==> config.mk <==
export PLATFORM = sky130hd
export DESIGN_NAME = popcount_tree_flat
export DESIGN_NICKNAME = d
export VERILOG_FILES = /design/src/rtl/popcount_tree_if.sv /design/src/rtl/popcount_tree.sv /design/src/flat_wrapper.sv
export SDC_FILE = /design/constraint.sdc
export NUM_CORES = 1
export LEC_CHECK = 0
export CORE_UTILIZATION = 45
export DETAILED_ROUTE_END_ITERATION = 8
export GPL_ROUTABILITY_DRIVEN = 0
export PLACE_DENSITY = 0.75
export REMOVE_ABC_BUFFERS = 1
export SLEW_MARGIN = 30
export SYNTH_ARGS = -nofsm -noshare
export SYNTH_HDL_FRONTEND = slang
export SYNTH_SLANG_ARGS = --single-unit
==> constraint.sdc <==
create_clock -name clk -period 3.3 [get_ports clk]
set_input_delay 0.495 -clock clk [delete_from_list [all_inputs] [get_ports clk]]
set_output_delay 0.495 -clock clk [all_outputs]
set_load 0.01 [all_outputs]
==> src/rtl/popcount_tree_if.sv <==
// popcount_tree_if
// Bundles the word-in / count-out signals of the pipelined popcount block.
//   A         : word whose set bits are counted (IN_SIZE bits)
//   in_valid  : A carries a word this cycle
//   count     : registered ones-count of a previously sampled word (OUT_SIZE bits)
//   out_valid : count is meaningful this cycle
// The master side produces words and consumes counts; the slave side is the
// popcount block itself.
interface popcount_tree_if #(
  parameter int IN_SIZE  = 16,
  parameter int OUT_SIZE = 5
) ();

  logic [IN_SIZE-1:0]  A;
  logic                in_valid;
  logic [OUT_SIZE-1:0] count;
  logic                out_valid;

  modport master (
    output A,
    output in_valid,
    input  count,
    input  out_valid
  );

  modport slave (
    input  A,
    input  in_valid,
    output count,
    output out_valid
  );

endinterface

==> src/rtl/popcount_tree.sv <==
// popcount_tree
// Pipelined population count. The input word is zero-padded to the next power
// of two and reduced by a binary adder tree, one register stage per tree
// level, so a new word is accepted every clock and its count appears LEVELS
// clocks after the edge that sampled it.
// Ports:
//   clk   : sole clock, rising edge
//   rst_n : asynchronous active-low reset, clears every pipeline register
//   bus   : popcount_tree_if slave modport (A, in_valid in; count, out_valid out)
module popcount_tree #(
  parameter int IN_SIZE  = 16,
  parameter int OUT_SIZE = 5
) (
  input  logic           clk,
  input  logic           rst_n,
  popcount_tree_if.slave bus
);

  // A one-bit word still gets one adder level (pairing the bit with a zero),
  // which gives it the single register stage it needs.
  localparam int LEVELS = (IN_SIZE <= 1) ? 1 : $clog2(IN_SIZE);
  localparam int P      = 1 << LEVELS;

  // Zero padding at the MSB end so the tree is always a full binary tree.
  logic [P-1:0] padded;

  always_comb begin
    padded                = '0;
    padded[IN_SIZE-1:0]   = bus.A;
  end

  // Adder tree. Level k holds P>>k registered partial sums, each k+1 bits
  // wide, which is exactly enough for the largest possible count of the 2^k
  // input bits it covers, so nothing is ever truncated inside the tree.
  // Data registers load every cycle regardless of in_valid; their contents
  // only matter when the matching valid bit emerges at the output.
  genvar k;
  generate
    for (k = 1; k <= LEVELS; k++) begin : g_lvl
      logic [k:0] sum [P>>k];

      if (k == 1) begin : g_leaf
        // First level: add adjacent raw input bits.
        always_ff @(posedge clk or negedge rst_n) begin
          if (!rst_n) begin
            for (int j = 0; j < (P >> 1); j++) begin
              sum[j] <= '0;
            end
          end else begin
            for (int j = 0; j < (P >> 1); j++) begin
              sum[j] <= {1'b0, padded[2*j]} + {1'b0, padded[2*j+1]};
            end
          end
        end
      end else begin : g_node
        // Deeper levels: add adjacent sums from the level above, widening
        // by one bit so the carry is kept.
        always_ff @(posedge clk or negedge rst_n) begin
          if (!rst_n) begin
            for (int j = 0; j < (P >> k); j++) begin
              sum[j] <= '0;
            end
          end else begin
            for (int j = 0; j < (P >> k); j++) begin
              sum[j] <= {1'b0, g_lvl[k-1].sum[2*j]} + {1'b0, g_lvl[k-1].sum[2*j+1]};
            end
          end
        end
      end
    end
  endgenerate

  // Valid pipeline: one stage per tree level so the flag stays aligned with
  // the data it qualifies. Reset empties it, discarding in-flight words.
  logic [LEVELS-1:0] vld;

  always_ff @(posedge clk or negedge rst_n) begin
    if (!rst_n) begin
      vld <= '0;
    end else begin
      vld[0] <= bus.in_valid;
      for (int i = 1; i < LEVELS; i++) begin
        vld[i] <= vld[i-1];
      end
    end
  end

  // The root sum register drives count directly. The size cast zero-extends
  // when OUT_SIZE is wider than the root and keeps the low bits (count modulo
  // 2^OUT_SIZE) when it is narrower.
  assign bus.out_valid = vld[LEVELS-1];
  assign bus.count     = OUT_SIZE'(g_lvl[LEVELS].sum[0]);

endmodule

==> src/flat_wrapper.sv <==
// flat-port wrapper written by rule: the top's interface ports become plain ports
module popcount_tree_flat 
#(
  parameter int IN_SIZE  = 16,
  parameter int OUT_SIZE = 5
)
  (clk, rst_n, bus_A, bus_in_valid, bus_count, bus_out_valid);
  popcount_tree_if #(.IN_SIZE(IN_SIZE), .OUT_SIZE(OUT_SIZE)) bus_i ();
  input  logic clk;
  input  logic rst_n;
  input wire logic [$bits(bus_i.A)-1:0] bus_A;
  input wire logic [$bits(bus_i.in_valid)-1:0] bus_in_valid;
  output wire logic [$bits(bus_i.count)-1:0] bus_count;
  output wire logic [$bits(bus_i.out_valid)-1:0] bus_out_valid;
  assign bus_i.A = bus_A;
  assign bus_i.in_valid = bus_in_valid;
  assign bus_count = bus_i.count;
  assign bus_out_valid = bus_i.out_valid;
  popcount_tree #(.IN_SIZE(IN_SIZE), .OUT_SIZE(OUT_SIZE)) u_core (.clk(clk), .rst_n(rst_n), .bus(bus_i));
endmodule
==> metrics.yaml <==
yosys:
  yosysSeqAreaShare_pct: 66.8
  ys.flop_type: "dfrtp_1"
  synth_top_area_share_pct: 66.8
  netlist_top_cells_count: "dfrtp_1, ha_1, inv_1, a21o_1, fa_1"
  synth_cell_type_count: 8
  yosys.cell_count.top_type: "dfrtp_1"
  synth_top_family_by_area: "adder cells"
  synth_area_sq_um: 1690
  synthMuxAreaShare_pct: 0
  synth_area_leaders: "dfrtp_1, ha_1, fa_1"
  ys_seq_elements: 45
  synth_compound_area_share_pct: 3.64
  synth_xor_area_share_pct: 2.08
  synthAdderAreaFrac_pct: 24.6
  synth-simple-area-share_pct: 0
  async_flop_share_pct: 100
  yosysWarnings: 0
  syn-instance-count: 99
  yosysTopAreaCell: "dfrtp_1"
  synth.avg_cell_area_sq_um: 17.0
  synth-edff-count: 0
power_and_ir_drop:
  p_comb_share_pct: 24.3
  p_int_mw: 1.01
  power_mw: 1.36
  power.density_nw_per_um2: 659
  seqPwrFrac_pct: 51.8
  vdd_drop_max_mv: 0.344
  clock_power_share_pct: 23.9
  switching_power_uw: 351
  switching_share_pct: 25.8
  p_leak_nw: 1.06
sta:
  final.setup.worst_slack_ps: 1660
  tns_ps: 0
  finalMaxSlewViolations: 0
  finalHoldViolCount: 0
  tightest_slew_ps: 533
  finalClockSkew_ps: 4.35
  timing.final.crit_share_pct: 49.7
  layout_min_cycle_time_ps: 1640
  max_freq_ghz: 0.610
  final-setup-viol-count: 0
  rsz0062_at_grt: "no"
  max_slew_margin_pct: 64.5
layout:
  post-route-cell-area_sq_um: 2070
  fillers: 283
  nNetsFinal: 178
  diodes: 0
  area_growth_pct: 22.6
  final_core_util_pct: 59.6
  drive_gt1_share_pct: 6.15
floorplanning:
  initial_core_util_pct: 48.6
  io_pins: 25
  die_x_um: 63.2
  fp-row-count: 21
  fp.dieH_um: 63.2
  coreArea_sq_um: 3470
  die_area_sq_um: 4000
critical_path:
  startpoint: "u_core.bus.count[2]"
  crit_end: "bus_count[2]"
  crit_buf_inv: 1
  crit_family: "buffers and inverters"
  cpPeakStageDelay_ps: 520
  required_ps: 2800
  criticalPathCategory: "flip-flop to primary output"
  crit_fanout: 1
  endpoint_kind: "primary output"
  start_kind: "flip-flop"
  r2r-end: "u_core.bus.count[4]"
  cp.depth: 1
  r2r-start: "u_core.g_lvl[3].sum[0]"
  r2r_setup_slack_ps: 1860
  arrival_ps: 1150
  crit_chain: "clkdlybuf4s50_1"
  reg2reg_depth: 4
  slowest_stage: "clkdlybuf4s50_1"
clock_tree:
  clockBufferDepth: 2
  clock_sinks: 45
  clock_latency_ps: 290
  cts_hold_buf: 0
  cts-root-buf: "clkbuf_8"
  cts_setup_buffers: 0
  cts_tree: "yes"
  ctsResizeCount: 0
  clk_pin_slew_ps: 70
  cts_buffers: 5
  htree_levels: 2
global_routing:
  grt-ovfl-total: 0
  antenna_found_initial: 0
  grt_pass1_wl_um: 3590
  grt_max_degree: 46
  grt_pass1_vias: 872
  gr-usage-all-layers_pct: 12.5
placed_design:
  buffer_ports.inserted: 24
  place_area_sq_um: 1980
  dp_hpwl_um: 1480
  preCtsSetupSlack_ps: 1870
min_path:
  hold_class: "input pin to async pin"
routing:
  routed_via_density: 4.56
  first_pass_iters: 2
  drt-initial-drc-count: 8
  drtAntennaViolNets: 0
  wl_per_cell_um: 11.1
  wirelength_um: 1960
  routed-via-count: 803
  drc: 0
flow_run:
  cap_violations: 0
status:
  status: "finished, final reports clean"
sequential cells by signal, summed over array words and instances (netlist names):
name / cells
u_core.vld: 4
u_core.g_lvl.sum: 36
u_core.bus.count: 5
per-stage QoR:
| stage | std cells | hold WS (ps) |
|---|---|---|
| final | 176 | 187 |
| after global routing | 176 | 225 |
| after CTS | 176 | 359 |
| after detailed placement | 169 | 338 |
| after global placement | 169 | 334 |
| after floorplan | 99 | 199 |
logic make-up after synthesis:
kind of cell	count (synthesis)
buffers and inverters	13
AO/OA/AOI/OAI	8
XOR/XNOR	4
flip-flops	45
adder cells (fa/ha/maj)	29
cell type report:
| cell class | instances | area, sq um | share of cell area, % |
|---|---|---|---|
| Sequential cell | 45 | 1130 | 54.4 |
| Tap cell | 46 | 57.6 | 2.78 |
| Multi-Input combinational cell | 41 | 512 | 24.7 |
| Inverter | 13 | 48.8 | 2.36 |
| Clock buffer | 7 | 86.3 | 4.17 |
| Timing Repair Buffer | 24 | 238 | 11.5 |
routing by layer:
layer | vias to the layer above | wire length (um) | global-route usage (%)
li1 | 375 | - | -
met1 | 397 | 778 | 12.7
met2 | 25 | 1010 | 21.2
met3 | 6 | 117 | 5.43
met4 | 0 | 53 | 6.82
met5 | - | 0 | 0
how the worst min path moves through the flow:
stage               cells after the start  slack (ps)                endpoint
floorplan                               0         200     u_core.bus.count[0]
global placement                        0         330           u_core.vld[3]
detailed placement                      0         340           u_core.vld[1]
CTS                                     0         360           u_core.vld[3]
global route                            1         230     u_core.bus.count[1]
finish                                  1         190  u_core.g_lvl[3].sum[1]
cells in the final DEF, fill, tap and decap left out:
cell and instances:
fa_1 7, xnor2_1 3, dfrtp_1 45, ha_1 22, clkbuf_1 1, inv_1 13
a21oi_2 1, a21o_1 7, xor2_1 1, clkdlybuf4s50_1 23, buf_4 1, clkbuf_8 6
power by group through the flow:
| stage | clock (mW) | combinational [mW] | sequential (mW) |
|---|---|---|---|
| after floorplan | 0 | 0.187 | 0.723 |
| after global placement | 0 | 0.320 | 0.716 |
| after detailed placement | 0 | 0.338 | 0.720 |
| after CTS | 0.344 | 0.339 | 0.709 |
| after global routing | 0.369 | 0.382 | 0.717 |
| final | 0.326 | 0.331 | 0.705 |
Power figures use the tool's default switching activity.
